[config.mk]
export PLATFORM = sky130hd
export DESIGN_NAME = round_sequencer
export DESIGN_NICKNAME = d
export VERILOG_FILES = /design/src/rtl/game_pkg.sv /design/src/rtl/sat_cnt8.sv /design/src/rtl/round_sequencer.sv
export SDC_FILE = /design/constraint.sdc
export NUM_CORES = 1
export LEC_CHECK = 0
export ABC_AREA = 1
export CAP_MARGIN = 20
export CORE_MARGIN = 8
export CORE_UTILIZATION = 50
export CTS_CLUSTER_DIAMETER = 100
export DETAILED_ROUTE_END_ITERATION = 7
export GPL_ROUTABILITY_DRIVEN = 0
export PLACE_DENSITY_LB_ADDON = 0.1
export SETUP_SLACK_MARGIN = 0.1
export SLEW_MARGIN = 20
export SYNTH_ARGS = -nofsm -noshare
export SYNTH_HDL_FRONTEND = slang
export SYNTH_SLANG_ARGS = --single-unit
export TNS_END_PERCENT = 10
[constraint.sdc]
create_clock -name clk -period 2.2 [get_ports clk]
set_clock_uncertainty 0.05 [all_clocks]
set_input_delay 0.55 -clock clk [delete_from_list [all_inputs] [get_ports clk]]
set_output_delay 0.55 -clock clk [all_outputs]
set_load 0.05 [all_outputs]
[src/rtl/game_pkg.sv]
// Shared definitions for the LED target game: FSM state encoding,
// default timing constants and small elaboration-time helpers.
package game_pkg;

    // Width of the LED / button buses
    localparam int LED_W = 8;

    // Default timing, in clk cycles at 100 MHz
    localparam int DEF_WIN_INIT = 100_000_000;
    localparam int DEF_WIN_MIN  = 25_000_000;
    localparam int DEF_WIN_STEP = 5_000_000;
    localparam int DEF_GAP_CYC  = 25_000_000;
    localparam int DEF_ROUNDS   = 32;
    localparam int DEF_CNT_W    = 27;

    // Round sequencer states
    typedef enum logic [2:0] {
        S_IDLE   = 3'd0,
        S_SPAWN  = 3'd1,
        S_SETTLE = 3'd2,
        S_SHOW   = 3'd3,
        S_GAP    = 3'd4,
        S_DONE   = 3'd5
    } state_t;

    // Larger of two integers, used to size counters at elaboration
    function automatic int max_int(input int a, input int b);
        return (a > b) ? a : b;
    endfunction

endpackage

[src/rtl/sat_cnt8.sv]
// 8-bit up-counter that sticks at 255 and can be cleared synchronously.
// Used for the score and miss tallies.
module sat_cnt8 (
    input  logic       clk,
    input  logic       rst,
    input  logic       clr,
    input  logic       inc,
    output logic [7:0] count
);

    logic [7:0] count_reg;

    // Clear has priority; increments stop once the count reaches 255
    always_ff @(posedge clk or negedge rst) begin
        if (!rst) begin
            count_reg <= 8'd0;
        end else if (clr) begin
            count_reg <= 8'd0;
        end else if (inc && (count_reg != 8'hFF)) begin
            count_reg <= count_reg + 8'd1;
        end
    end

    assign count = count_reg;

endmodule

[src/rtl/round_sequencer.sv]
// Game-round controller: spawns a target via a freq pulse, lights it for a
// shrinking reaction window, judges button hits and keeps score/misses.
module round_sequencer
    import game_pkg::*;
#(
    parameter int WIN_INIT = DEF_WIN_INIT,
    parameter int WIN_MIN  = DEF_WIN_MIN,
    parameter int WIN_STEP = DEF_WIN_STEP,
    parameter int GAP_CYC  = DEF_GAP_CYC,
    parameter int ROUNDS   = DEF_ROUNDS,
    parameter int CNT_W    = DEF_CNT_W
) (
    input  logic             clk,
    input  logic             rst,
    input  logic             start,
    input  logic [LED_W-1:0] hit,
    input  logic [LED_W-1:0] LED_num,
    output logic             freq,
    output logic             led_en,
    output logic [7:0]       score,
    output logic [7:0]       misses,
    output logic [7:0]       round_cnt,
    output logic             busy,
    output logic             done
);

    // Round counter must reach ROUNDS itself; the output shows its low 8 bits
    localparam int RC_W = max_int(8, $clog2(ROUNDS + 1));

    state_t           state_reg;
    logic [CNT_W-1:0] cnt_reg;
    logic [CNT_W-1:0] window_reg;
    logic [RC_W-1:0]  rounds_reg;
    logic             freq_reg;
    logic             led_en_reg;
    logic             busy_reg;
    logic             done_reg;

    logic             hit_any;
    logic             hit_match;
    logic             cnt_zero;
    logic             in_show;
    logic             judge;
    logic             game_start;
    logic             score_inc;
    logic             miss_inc;
    logic             last_round;
    logic [CNT_W:0]   win_diff;
    logic [CNT_W-1:0] win_shrunk;

    // A match needs a non-empty hit equal to the one-hot target
    assign hit_any    = |hit;
    assign hit_match  = hit_any && (hit == LED_num);
    assign cnt_zero   = (cnt_reg == '0);
    assign in_show    = (state_reg == S_SHOW);
    // Any button press ends the round; otherwise the window expiring does
    assign judge      = in_show && (hit_any || cnt_zero);
    assign game_start = start && ((state_reg == S_IDLE) || (state_reg == S_DONE));
    assign score_inc  = in_show && hit_match;
    assign miss_inc   = judge && !hit_match;
    assign last_round = (rounds_reg == RC_W'(ROUNDS));

    // One extra bit catches an underflow before comparing against the floor
    assign win_diff   = {1'b0, window_reg} - (CNT_W + 1)'(WIN_STEP);
    assign win_shrunk = (win_diff[CNT_W] || (win_diff < (CNT_W + 1)'(WIN_MIN)))
                        ? CNT_W'(WIN_MIN) : win_diff[CNT_W-1:0];

    // Game FSM with window register, shared down-counter and registered outputs
    always_ff @(posedge clk or negedge rst) begin
        if (!rst) begin
            state_reg  <= S_IDLE;
            cnt_reg    <= '0;
            window_reg <= CNT_W'(WIN_INIT);
            rounds_reg <= '0;
            freq_reg   <= 1'b0;
            led_en_reg <= 1'b0;
            busy_reg   <= 1'b0;
            done_reg   <= 1'b0;
        end else begin
            freq_reg <= 1'b0;
            case (state_reg)
                S_IDLE, S_DONE: begin
                    if (start) begin
                        window_reg <= CNT_W'(WIN_INIT);
                        rounds_reg <= '0;
                        state_reg  <= S_SPAWN;
                        freq_reg   <= 1'b1;
                        busy_reg   <= 1'b1;
                        done_reg   <= 1'b0;
                    end
                end
                S_SPAWN: begin
                    state_reg <= S_SETTLE;
                end
                S_SETTLE: begin
                    cnt_reg    <= window_reg - CNT_W'(1);
                    state_reg  <= S_SHOW;
                    led_en_reg <= 1'b1;
                end
                S_SHOW: begin
                    if (judge) begin
                        if (hit_match) begin
                            window_reg <= win_shrunk;
                        end
                        rounds_reg <= rounds_reg + RC_W'(1);
                        cnt_reg    <= CNT_W'(GAP_CYC - 1);
                        state_reg  <= S_GAP;
                        led_en_reg <= 1'b0;
                    end else begin
                        cnt_reg <= cnt_reg - CNT_W'(1);
                    end
                end
                S_GAP: begin
                    if (cnt_zero) begin
                        if (last_round) begin
                            state_reg <= S_DONE;
                            busy_reg  <= 1'b0;
                            done_reg  <= 1'b1;
                        end else begin
                            state_reg <= S_SPAWN;
                            freq_reg  <= 1'b1;
                        end
                    end else begin
                        cnt_reg <= cnt_reg - CNT_W'(1);
                    end
                end
                default: begin
                    state_reg  <= S_IDLE;
                    led_en_reg <= 1'b0;
                    busy_reg   <= 1'b0;
                    done_reg   <= 1'b0;
                end
            endcase
        end
    end

    sat_cnt8 u_score (
        .clk   (clk),
        .rst   (rst),
        .clr   (game_start),
        .inc   (score_inc),
        .count (score)
    );

    sat_cnt8 u_misses (
        .clk   (clk),
        .rst   (rst),
        .clr   (game_start),
        .inc   (miss_inc),
        .count (misses)
    );

    assign freq      = freq_reg;
    assign led_en    = led_en_reg;
    assign busy      = busy_reg;
    assign done      = done_reg;
    assign round_cnt = rounds_reg[7:0];

endmodule

==> results by stage, run 1 <==
Run status:
- The flow ran to the end, but the final reports show violations.
- The final reports fail on setup timing.

Placement:
- Prior to clock tree synthesis, the placed netlist has a worst setup slack of -574.7 ps.
- Detailed placement finished with a half-perimeter wire length of 14,240 um.
- During placement, the flow inserted port buffers numbering 46.
- Summing all placed instances gives a cell area of 7580 um2.

Timing:
- Of the available clock period, the critical path in the final layout requires 1.085.
- Hold is met by 118.8 ps.
- Setup repair after global routing could not meet its margin everywhere.
- At the pin with the least slew margin, the transition time is 544.0 ps.
- The highest clock rate is 419.0 MHz.
- Measured against its own limit, the worst slew margin works out to 0.6367.
- The final hold violation count is 0.
- The final period demand of the worst path is 2387 ps.
- The final setup violation count is 25.
- The total count of max-transition violations in the final report is 0.
- The minimum setup slack in the final design is -186.8 ps.

Routing:
- Detailed routing inserted a total of 6,616 vias.
- For this block, the routed nets add up to 19,060 um of wire.
- After detailed routing, the number of remaining DRC violations is 0.
- Before antenna repair, the detailed router went through 5 iterations.
- The post-detailed-route count of antenna-violating nets is 0.
- Dividing the detail-routed via count by the number of cells gives 5.504.
- The first routing iteration left 460 violations.
- The routed length per instance is 15.86 um.

Synthesis:
- The count of different cell masters after synthesis is 52.
- For this run, the leading register cell type out of synthesis is sky130_fd_sc_hd__dfrtp_1.
- The cell count after synthesis is 855.
- The average instance area after synthesis is 6.996 um2.
- Summing every instance area after synthesis gives 5982 um2.
- The number of nets handed over by synthesis was 882.
- Yosys mapped a number of flops with a built-in enable equal to 0.
- The number of warnings issued by yosys is 0.
- The synthesized design contains 79 register bits.
- Of all flip-flops after synthesis, the portion carrying an async set or reset was 1.000.
- The sequential-to-total area share from yosys stat is 0.3330.

Floorplan:
- For this configuration, the core starts out at a cell density of 0.5043.
- The initialized floorplan defines 40 standard-cell rows.
- The die covers 15,720 um2.
- During I/O placement, the number of pins put on the boundary was 47.
- The die is 125.4 um wide.
- The chip height is 125.4 um.
- The core footprint is 11,860 um2.

Final layout:
- The area occupied by multi-input gates is 3938 um2.
- The register with the most flip-flops in the layout has 27 of them.
- The total inserted antenna cells is 0.
- In the layout the commonest cells are sky130_fd_sc_hd__nand2_1 (171), sky130_fd_sc_hd__buf_4 (152), sky130_fd_sc_hd__inv_1 (81).
- The finished cells cover 8534 um2.
- Leaving out fill and tap cells, the most frequent cell in the layout is sky130_fd_sc_hd__nand2_1.
- The layout has 920 filler cells.
- The fraction of layout instances using a drive strength above 1 is 0.3555.
- Registers take 1994 um2.
- The layout overhead on the synthesized area is 42.67%.
- After the last flow step, the layout net total stands at 1,078.

Global route:
- The total congestion overflow is 0.
- The first global-routing pass estimated 31,410 um of wire.
- The combined global-route utilization of all metal layers is 0.2426.
- The initial antenna violation count was 0.
- The pin count of the biggest net entering global routing is 38.
- The number of global-route vias before repair is 6,625.

Worst setup path:
- The first element of the critical path is window_reg[8].
- The required time of the worst setup path is 2430 ps.
- In this run the worst path has a maximum fanout of 7.
- At the worst endpoint, the arrival time is 2620 ps.
- The origin of the critical flop-to-flop path is window_reg[8].
- STA classifies the critical path startpoint as a flop.
- The worst setup path is captured at a flop.
- The depth of the worst register-to-register path is 15.
- The start-to-end type of the worst setup path is flop to flop.

Pwr:
- The share of total power dissipated in the clock network is 0.210.
- VDD sags by at most 0.9619 mV.
- Power spread over the standard cell area amounts to 858.1 nW/um2.
- The part of the total power dissipated in combinational logic is 0.514.
- The internal power is 4.150 mW.
- The share of total power dissipated in sequential elements is 0.276.
- The total net switching power is 3.174 mW.
- Of the total power, the share spent switching nets is 0.4334.
- The analysis attributes to cell leakage a power of 4.139 nW.

Clocking:
- The cell sitting at the root of the clock tree is a sky130_fd_sc_hd__clkbuf_16.
- The clock-pin transition on the worst setup and hold timing paths is 60 ps.
- Clock tree synthesis found a total of 79 sinks.
- The clock latency reported for the late side of the worst-skew pair is 350 ps.
- The number of clock buffers inserted by TritonCTS is 9.
- The hold buffer count at CTS is 0.
- The longest clock path from root to sink contains 2 buffers.
- The H-tree generated during clock tree synthesis spans 3 levels.
- TritonCTS built the clock tree.

Run:
- The reported max-cap violation count is 0.

Hold path:
- The worst hold path class is input port to async pin.
through the flow:
step	setup TNS, ps	utilization	power, mW	instances
final	-2024	0.7195	7.324	1202
after global placement	-14430	0.6390	5.333	1169
after CTS	-600.5	0.6936	7.076	1199
after floorplan	0	-	3.994	855
after detailed placement	-19410	0.6390	5.399	1169
after global routing	-5990	0.7195	7.770	1202
path summary, 6_finish.rpt:
kind	end	slack [ps]
max in group asynchronous	window_reg[8]	1320
hold reg to reg	busy	430
setup / recovery	window_reg[8]	-190
setup reg to reg	window_reg[8]	-190
min in group clk	busy	430
hold / removal	cnt_reg[21]	120
worst max-delay path: stages (launching register included):
cell                      delay [ps]
sky130_fd_sc_hd__dfstp_2         630
sky130_fd_sc_hd__nand2_2         110
sky130_fd_sc_hd__o21ai_1         240
sky130_fd_sc_hd__nand2_1          90
sky130_fd_sc_hd__nand2_1          80
sky130_fd_sc_hd__nand2_1          70
sky130_fd_sc_hd__nand2_1          70
sky130_fd_sc_hd__nand2_1          40
sky130_fd_sc_hd__nand2_1         100
sky130_fd_sc_hd__nand3_1         100
sky130_fd_sc_hd__nor2_2          140
sky130_fd_sc_hd__nand2_2         100
sky130_fd_sc_hd__nand2_8         130
sky130_fd_sc_hd__buf_6           130
sky130_fd_sc_hd__nand3_1          90
sky130_fd_sc_hd__a21oi_2         150
power groups by stage:
stage | Sequential (mW) | Clock [mW] | Combinational (mW)
after CTS | 2.01 | 1.56 | 3.50
after detailed placement | 2.02 | 0 | 3.38
final | 2.02 | 1.54 | 3.76
after global placement | 2.02 | 0 | 3.31
after global routing | 2.05 | 1.61 | 4.10
after floorplan | 2.31 | 0 | 1.68
synthesized netlist by cell type (2+ instances only):
cell	count	area (um2)
sky130_fd_sc_hd__nand3_1	70	350.3
sky130_fd_sc_hd__xnor2_1	11	96.34
sky130_fd_sc_hd__dfstp_2	12	315.3
sky130_fd_sc_hd__nor2_4	9	101.4
sky130_fd_sc_hd__or2_1	2	12.51
sky130_fd_sc_hd__ha_1	8	100.1
sky130_fd_sc_hd__buf_2	4	20.02
sky130_fd_sc_hd__xor2_1	21	183.9
sky130_fd_sc_hd__o21ai_1	5	25.02
sky130_fd_sc_hd__nand4_1	16	100.1
sky130_fd_sc_hd__nor2_1	99	371.6
sky130_fd_sc_hd__inv_2	20	75.07
sky130_fd_sc_hd__nand3_2	2	20.02
sky130_fd_sc_hd__nor4_1	4	25.02
sky130_fd_sc_hd__nand2_4	10	112.6
sky130_fd_sc_hd__a21oi_2	3	26.28
sky130_fd_sc_hd__inv_1	88	330.3
sky130_fd_sc_hd__o31ai_1	2	15.01
sky130_fd_sc_hd__buf_4	4	30.03
sky130_fd_sc_hd__or2_2	4	25.02
sky130_fd_sc_hd__nand2_2	21	131.4
sky130_fd_sc_hd__a21oi_1	37	185.2
sky130_fd_sc_hd__clkbuf_1	7	26.28
sky130_fd_sc_hd__a31oi_1	5	31.28
sky130_fd_sc_hd__buf_6	2	22.52
sky130_fd_sc_hd__dfrtp_1	67	1677
sky130_fd_sc_hd__o21ai_2	4	35.03
sky130_fd_sc_hd__nor3_1	21	105.1
sky130_fd_sc_hd__nand2_1	191	716.9
sky130_fd_sc_hd__o21a_1	2	15.01
sky130_fd_sc_hd__o211ai_1	3	22.52
sky130_fd_sc_hd__a32oi_1	4	35.03
sky130_fd_sc_hd__o22ai_2	5	62.56
sky130_fd_sc_hd__a211oi_1	3	22.52
sky130_fd_sc_hd__o21ai_0	49	245.2
sky130_fd_sc_hd__a21o_1	2	15.01
sky130_fd_sc_hd__a22oi_1	5	37.54
sky130_fd_sc_hd__nor2_2	19	118.9
kinds of logic (layout without fill, tap and decap cells):
| logic type | count (synthesis) | count (layout) | share of synthesized area |
|---|---|---|---|
| AO/OA/AOI/OAI | 134 | 134 | 0.1378 |
| XOR/XNOR | 33 | 33 | 0.04957 |
| adder cells (fa/ha/maj) | 8 | 8 | 0.01673 |
| buffers and inverters | 129 | 328 | 0.09036 |
| flip-flops | 79 | 79 | 0.3330 |
| AND/OR/NAND/NOR | 472 | 473 | 0.3725 |
timing repair:
action	CTS	global route
pin swaps	32	20
gates resized for setup	88	87
setup buffers	14	3
endpoints found under the setup margin	96	83
gates cloned	1	0
endpoints found under the hold margin	0	0
layer usage:
metal | GRT usage | part of all wire
met1 | 0.2873 | 0.42
met3 | 0.04760 | 0.054
met2 | 0.4088 | 0.49
met5 | 0 | 0
met4 | 0.1282 | 0.038
final cells by class:
type / count / area share
inverters: 110 / 0.05014
flip-flops and latches: 79 / 0.2337
clock inverters: 5 / 0.006744
multi-input cells: 648 / 0.4614
well taps: 147 / 0.02155
clock buffers: 10 / 0.02800
repair buffers: 203 / 0.1985
No activity file was read; power rests on OpenSTA's default activity.
==> run 2, diff against run 1 <==
--- a/config.mk
+++ b/config.mk
@@ -7,9 +7,8 @@
 export LEC_CHECK = 0
 export ABC_AREA = 1
 export CAP_MARGIN = 20
-export CORE_MARGIN = 8
+export CORE_ASPECT_RATIO = 0.8
 export CORE_UTILIZATION = 50
-export CTS_CLUSTER_DIAMETER = 100
 export DETAILED_ROUTE_END_ITERATION = 7
 export GPL_ROUTABILITY_DRIVEN = 0
 export PLACE_DENSITY_LB_ADDON = 0.1
==> results by stage, run 2 (synthesis results as in run 1) <==
Run status:
- The run finished, with violations left.
- The checks that failed: setup timing.

Timing:
- Setup repair after global routing could not meet its margin everywhere.
- The final hold violation count was 0 (unchanged).
- The minimum setup slack in the final design is -170.1 ps (+16.74 ps).
- The final setup violation count was 21 (-16%).
- The tightest slew margin relative to the limit is 0.6645 (+0.02781).
- The total count of max-transition violations in the final report was 0 (unchanged).
- The final clock period utilization by the worst path was 1.077 (-0.007609).
- The highest clock rate is 421.9 MHz (+0.71%).
- The worst hold slack after final layout is 44.38 ps (-74.40 ps).
- The transition at the pin with the smallest max-transition slack is 499.4 ps (-44.67 ps).
- The final period demand of the worst path was 2370 ps (-16.74 ps).

Pwr:
- The worst ir drop on vdd came to 0.4084 mV (-58%).
- The total power was 7.342 mW (+0.25%).
- The sequential fraction of design power is 0.277 (about the same).
- The total net switching power came to 3.234 mW (+1.9%).
- The internal power came to 4.108 mW (-1.0%).
- The power per standard cell area was 879.9 nW/um2 (+2.5%).
- The net switching share of the total power came to 0.4405 (+0.007106).
- The portion of total power attributed to the clock network is 0.214 (+0.004).
- The leakage power is 3.849 nW (-7.0%).
- The part of the total power dissipated in combinational logic is 0.510 (-0.004).

Worst setup path:
- For this design, the slowest cell found on the critical path is sky130_fd_sc_hd__dfstp_2.
- By instance count, the cell type seen most on the critical path is sky130_fd_sc_hd__nand2_1.
- The slack of the worst reg-to-reg path came to -170 ps (+20 ps).
- The depth of the worst register-to-register path came to 16 (+1).
- STA classifies the critical path endpoint as a flop.
- STA classifies the critical path startpoint as a flop.
- The worst register-to-register path ends at window_reg[11].
- The number of buffers and inverters on the critical path was 1 (unchanged).
- The arrival time of data at the critical path endpoint came to 2550 ps (-70 ps).
- Among cell families on the critical path, the largest total delay comes from simple AND/OR/NAND/NOR gates.
- The start-to-end type of the worst setup path is flop to flop.
- The required time of the worst setup path is 2380 ps (-50 ps).
- The maximum fanout along the worst path came to 8 (+1).
- In this run the critical register-to-register path is launched from window_reg[8].
- The biggest cell delay along the critical path is 620 ps (about the same).
- The signal on the critical path passes through nand2_4 -> nor2_4 -> nand2_4 -> nor2_4 -> nand2_1 -> nand4_1 -> nand2_2 -> nor2_1 -> nand2_1 -> nor2_2 -> nand2_2 -> nand2_4 -> buf_6 -> nand3b_1 -> nand2_1 -> nand2_1.

Final layout:
- The total inserted antenna cells is 0 (unchanged).
- The fraction of layout instances using a drive strength above 1 was 0.3538 (-0.001604).
- Relative to the synthesized area, the layout overhead comes to 39.49%.
- Leaving out fill and tap cells, the most frequent cells in the layout are sky130_fd_sc_hd__nand2_1 (164), sky130_fd_sc_hd__buf_4 (137), sky130_fd_sc_hd__inv_1 (82).
- The number of nets in the final layout is 1,062 (-1.5%).
- The final cell utilization of the core is 0.7190 (about the same).
- The number of flip-flops under the largest register name is 27 (unchanged).
- The most common cell after layout, fill and taps aside is sky130_fd_sc_hd__nand2_1.
- The finished layout cell area is 8344 um2 (-2.2%).

Floorplan:
- The effective utilization at floorplan is 0.5155 (+0.01115).
- The chip height is 99.83 um (-20%).
- The die width is 124.3 um (-0.87%).
- The die footprint came to 12,410 um2 (-21%).
- The core footprint is 11,600 um2 (-2.2%).
- The boundary pin count was 47 (unchanged).
- The count of standard-cell rows is 35 (-13%).

Routing:
- The number of vias per cell came to 5.559 (+0.99%).
- The post-detailed-route count of antenna-violating nets came to 0 (unchanged).
- The count of unresolved DRC violations after routing is 0 (unchanged).
- The routed wire length is 19,020 um (-0.22%).
- The number of optimization iterations in the first detailed-route pass is 5 (unchanged).
- The initial detailed-routing violation count is 511 (+11%).
- The overall via count from detail_route is 6,604 (-0.18%).
- The routed length per instance is 16.01 um (+0.96%).

Clocking:
- The CTS H-tree depth was 3 (unchanged).
- The clock-pin transition on the worst setup and hold timing paths came to 70 ps (about the same).
- The clock net sink count came to 79 (unchanged).
- The deepest clock path buffer count is 2 (unchanged).
- The number of clock buffers inserted by TritonCTS came to 9 (unchanged).
- The hold buffer count at CTS came to 0 (unchanged).
- The clock latency reported for the late side of the worst-skew pair was 340 ps (about the same).
- The buffer cell driving the clock tree root is sky130_fd_sc_hd__clkbuf_16.
- The clock tree from TritonCTS is built.

Global route:
- The pin count of the biggest net entering global routing was 40 (+5.3%).
- The initial antenna violation count is 0 (unchanged).
- The total congestion overflow is 0 (unchanged).
- The combined global-route utilization of all metal layers is 0.3051 (+0.06258).
- The number of global-route vias before repair is 6,316 (-4.7%).
- The first-pass GRT wire length is 30,340 um (-3.4%).

Run:
- The reported max-cap violation count is 0 (unchanged).

Placement:
- The detailed placement HPWL came to 13,940 um (-2.1%).
- The instance area at placement is 7473 um2 (-1.4%).
- The total of buffers placed on input and output ports was 46 (unchanged).

Hold path:
- The min-delay analysis places its worst path in the category input port to async pin.
-- run 2: cell count changes in the layout (fill, tap and decap cells not counted), moves of 4 or more --
cell and delta:
sky130_fd_sc_hd__a21oi_1 +4, sky130_fd_sc_hd__nor2_1 -5, sky130_fd_sc_hd__buf_4 -15, sky130_fd_sc_hd__nor2_2 +8, sky130_fd_sc_hd__dlymetal6s2s_1 -12, sky130_fd_sc_hd__dlygate4sd2_1 +10, sky130_fd_sc_hd__nand2_4 -4, sky130_fd_sc_hd__a21oi_2 -4
sky130_fd_sc_hd__nand2_2 +13, sky130_fd_sc_hd__nand2_1 -7
-- run 2: area by class of cell --
cell class	count	area, um2
inverters	110	435.4
well taps	148	185.2
clock inverters	6	68.82
flip-flops and latches	79	1998
fillers	901	3261
repair buffers	188	1546
clock buffers	10	239.0
multi-input cells	647	3871
-- run 2: metal layers --
metal	vias up	global-route usage	wire length (um)
met3	49	0.05330	1181
li1	3147	-	-
met1	3151	0.4089	8507
met2	257	0.4977	8829
met4	0	0.1131	503
met5	-	0	0
-- run 2: how the worst max path moves through the flow --
| stage | from | endpoint | slack (ps) | cells after the start |
|---|---|---|---|---|
| 2_1_floorplan | window_reg[8] | window_reg[10] | 60 | 15 |
| 3_3_place_gp | hit[6] | u_score.count[7] | -400 | 11 |
| 3_5_place_dp | hit[5] | u_score.count[7] | -520 | 11 |
| 4_1_cts | window_reg[8] | window_reg[11] | -90 | 17 |
| 5_1_grt | window_reg[14] | window_reg[11] | -320 | 17 |
| 6_report | window_reg[8] | window_reg[11] | -170 | 16 |
-- run 2: repair_timing --
| action | 4_1_cts | 5_1_grt |
|---|---|---|
| gates resized for setup | 77 | 86 |
| setup buffers | 4 | 16 |
| pin swaps | 17 | 31 |
| setup endpoints to repair | 93 | 72 |
-- run 2: power by group through the flow --
stage,clock [mW],combinational [mW],sequential (mW)
global route,1.65,4.04,2.07
detailed placement,0,3.35,2.04
CTS,1.59,3.40,2.02
floorplan,0,1.68,2.31
global placement,0,3.25,2.02
finish,1.57,3.74,2.03
-- run 2: worst register-to-register path, cell delays in order (launching register included) --
cell and delay [ps]:
sky130_fd_sc_hd__dfstp_2 620, sky130_fd_sc_hd__nand2_4 70, sky130_fd_sc_hd__nor2_4 160, sky130_fd_sc_hd__nand2_4 100, sky130_fd_sc_hd__nor2_4 110, sky130_fd_sc_hd__nand2_1 80, sky130_fd_sc_hd__nand4_1 90, sky130_fd_sc_hd__nand2_2 90
sky130_fd_sc_hd__nor2_1 140, sky130_fd_sc_hd__nand2_1 90, sky130_fd_sc_hd__nor2_2 130, sky130_fd_sc_hd__nand2_2 70, sky130_fd_sc_hd__nand2_4 90, sky130_fd_sc_hd__buf_6 130, sky130_fd_sc_hd__nand3b_1 80, sky130_fd_sc_hd__nand2_1 70
sky130_fd_sc_hd__nand2_1 50
-- run 2: through the flow --
step	worst slack (ps)	cells	TNS (ps)
2_1_floorplan	56.66	855	0
3_3_place_gp	-403.1	1152	-11820
3_5_place_dp	-518.9	1152	-17020
4_1_cts	-85.60	1172	-586.6
5_1_grt	-320.9	1188	-5132
6_report	-170.1	1188	-1848
==> run 3, diff against run 2 <==
--- a/config.mk
+++ b/config.mk
@@ -11,7 +11,7 @@
 export CORE_UTILIZATION = 50
 export DETAILED_ROUTE_END_ITERATION = 7
 export GPL_ROUTABILITY_DRIVEN = 0
-export PLACE_DENSITY_LB_ADDON = 0.1
+export PLACE_DENSITY = 0.72
 export SETUP_SLACK_MARGIN = 0.1
 export SLEW_MARGIN = 20
 export SYNTH_ARGS = -nofsm -noshare
==> constraint.sdc (replaced) <==
create_clock -name clk -period 2.5 [get_ports clk]
set_clock_uncertainty 0.05 [all_clocks]
set_input_delay 0.625 -clock clk [delete_from_list [all_inputs] [get_ports clk]]
set_output_delay 0.625 -clock clk [all_outputs]
set_load 0.05 [all_outputs]
==> results by stage, run 3 (synthesis results as in run 1) <==
Floorplan:
- The count of standard-cell rows came to 35 (unchanged).
- The boundary pin count was 47 (unchanged).
- The die width is 124.3 um (unchanged).
- The die footprint is 12,410 um2 (unchanged).
- The chip height is 99.83 um (unchanged).
- The effective utilization at floorplan was 0.5155 (unchanged).
- The core footprint is 11,600 um2 (unchanged).

Timing:
- The final setup violation count came to 0 (-100%).
- The final hold violation count is 0 (unchanged).
- The transition at the pin with the smallest max-transition slack was 571.1 ps (+71.72 ps).
- The highest clock rate is 422.3 MHz (+0.10%).
- The total count of max-transition violations in the final report came to 0 (unchanged).
- Setup repair after global routing could not meet its margin everywhere.
- The final clock period utilization by the worst path is 0.9471 (-0.1302).
- The final period demand of the worst path is 2368 ps (-2.370 ps).
- The tightest slew margin relative to the limit is 0.6158 (-0.04876).

Worst setup path:
- The slack of the worst reg-to-reg path came to 130 ps (+300 ps).
- The slowest library cell on the worst path is sky130_fd_sc_hd__dfstp_2.
- The required time of the worst setup path is 2720 ps (+340 ps).
- The depth of the worst register-to-register path was 17 (+1).
- The type of origin of the critical path is a flop.
- The maximum fanout along the worst path came to 13 (+5).
- The biggest cell delay along the critical path is 660 ps (+40 ps).
- The endpoint of the worst-slack reg-to-reg timing path is window_reg[13].
- The arrival time of data at the critical path endpoint came to 2590 ps (+40 ps).
- The kind of end point of the critical path is a flop.
- The origin of the critical flop-to-flop path is window_reg[8].
- Walking the worst path, the cells encountered are nand2_4 -> nor2_4 -> nand2_4 -> nand2_2 -> nand2_2 -> nand2_2 -> inv_1 -> nor2_1 -> nand2_1 -> nor2_2 -> nand3_1 -> nand2_1 -> nand2_2 -> nand2_4 -> nand2_8 -> o21ai_0 -> inv_1.
- The dominant cell type by count on the critical path is sky130_fd_sc_hd__nand2_2.
- The start-to-end type of the worst setup path is flop to flop.

Final layout:
- The area taken by flip-flops and latches was 1996 um2 (-0.13%).
- The filler cell count is 1,036 (+15%).
- The number of nets in the final layout is 972 (-8.5%).
- The total inserted antenna cells is 0 (unchanged).
- In the layout the commonest cells are sky130_fd_sc_hd__nand2_1 (182), sky130_fd_sc_hd__nor2_1 (94), sky130_fd_sc_hd__inv_1 (86).
- The number of non-filler instances in the completed layout is 1,098 (-7.6%).
- The number of flip-flops under the largest register name is 27 (unchanged).
- The most common cell after layout, fill and taps aside is sky130_fd_sc_hd__nand2_1.
- The area occupied by multi-input gates is 3595 um2 (-7.1%).
- The layout overhead on the synthesized area is 24.45%.
- The fraction of layout instances using a drive strength above 1 came to 0.2200 (-0.1338).

Routing:
- The count of unresolved DRC violations after routing is 0 (unchanged).
- The routed length per instance came to 14.63 um (-8.7%).
- The highest layer touched by signal routing is met4.
- The initial detailed-routing violation count was 385 (-25%).
- The routed wire length is 16,060 um (-16%).
- The overall via count from detail_route is 5,914 (-10%).
- The number of vias per cell is 5.386 (-3.1%).
- The post-detailed-route count of antenna-violating nets is 0 (unchanged).
- The wire length on met1 came to 7871 um (-7.5%).
- The routed length on met3 came to 923 um (-22%).
- The met2 wire length is 7004 um (-21%).
- The number of optimization iterations in the first detailed-route pass was 5 (unchanged).

Hold path:
- In this run the worst hold path is classified as input port to async pin.

Pwr:
- The worst ir drop on vdd is 0.8523 mV (+110%).
- The total power came to 6.049 mW (-18%).
- The power per standard cell area was 812.5 nW/um2 (-7.7%).
- The leakage power came to 3.269 nW (-15%).

Clocking:
- TritonCTS built the clock tree.
- The buffer cell driving the clock tree root is sky130_fd_sc_hd__clkbuf_16.
- The clock latency reported for the late side of the worst-skew pair was 340 ps (about the same).
- The CTS H-tree depth came to 3 (unchanged).
- The deepest clock path buffer count is 2 (unchanged).
- The clock net sink count is 79 (unchanged).
- The clock-pin transition on the worst setup and hold timing paths came to 70 ps (about the same).
- The hold buffer count at CTS was 0 (unchanged).
- The number of clock buffers inserted by TritonCTS was 9 (unchanged).

Global route:
- The number of global-route vias before repair is 5,541 (-12%).
- The pin count of the biggest net entering global routing is 68 (+70%).
- The combined global-route utilization of all metal layers is 0.2670 (-0.03813).
- The initial antenna violation count came to 0 (unchanged).
- The total congestion overflow is 0 (unchanged).
- The first-pass GRT wire length is 26,590 um (-12%).

Placement:
- The total of buffers placed on input and output ports was 46 (unchanged).
- The number of cells after detailed placement is 1,073 (-6.9%).
- The detailed placement HPWL is 11,920 um (-15%).

Run status:
- The flow ran to the end, and the final reports show no timing, DRC or antenna violations.

Run:
- The reported max-cap violation count came to 0 (unchanged).
## run 3: per-stage QoR
step | hold slack (ps) | setup WS (ps) | TNS (ps) | util | instance area [um2]
global placement | 405.6 | -123.5 | -886.2 | 0.5925 | 6875
detailed placement | 415.8 | -148.9 | -1470 | 0.5925 | 6875
CTS | 71.47 | 103.7 | 0 | 0.6235 | 7236
global route | 79.90 | -27.72 | -27.72 | 0.6415 | 7445
floorplan | 279.4 | 274.5 | 0 | - | 5982
finish | 71.92 | 132.3 | 0 | 0.6415 | 7445
## run 3: worst max path at each step
| stage | from | to | slack (ps) | depth (start not counted) |
|---|---|---|---|---|
| 2_1_floorplan | window_reg[6] | window_reg[10] | 270 | 15 |
| 6_report | window_reg[8] | window_reg[13] | 130 | 17 |
| 3_3_place_gp | hit[6] | u_score.count[7] | -120 | 11 |
| 3_5_place_dp | hit[5] | u_score.count[7] | -150 | 11 |
| 4_1_cts | window_reg[10] | window_reg[14] | 100 | 14 |
| 5_1_grt | window_reg[8] | window_reg[13] | -30 | 17 |
## run 3: final cells by class
cell class              instances  area share
multi-input cells             647      0.4829
flip-flops and latches         79      0.2681
repair buffers                 98      0.1217
inverters                     110     0.05613
clock buffers                   9     0.03025
well taps                     148     0.02487
clock inverters                 7     0.01613
## run 3: repair_timing
item	in CTS	in global routing
setup endpoints to repair	14	57
pin swaps	1	14
resized for setup	0	45
setup buffers	2	7
## run 3: critical path: cells and delay by family (launching register included)
family / cells / cell delay [ps]
flip-flops: 1 / 660
buffers and inverters: 2 / 130
AND/OR/NAND/NOR: 14 / 1260
AO/OA/AOI/OAI: 1 / 190
## run 3: where the power goes
group          switching, mW  total [mW]  internal [mW]
combinational           1.76        2.72          0.963
sequential             0.232        1.79           1.55
clock                  0.558        1.54          0.981
## run 3: per-layer routing
layer / vias to the layer above / GRT usage
met5: - / 0
met4: 0 / 0.07322
met3: 19 / 0.04158
met2: 176 / 0.4097
met1: 2750 / 0.3911
li1: 2969 / -
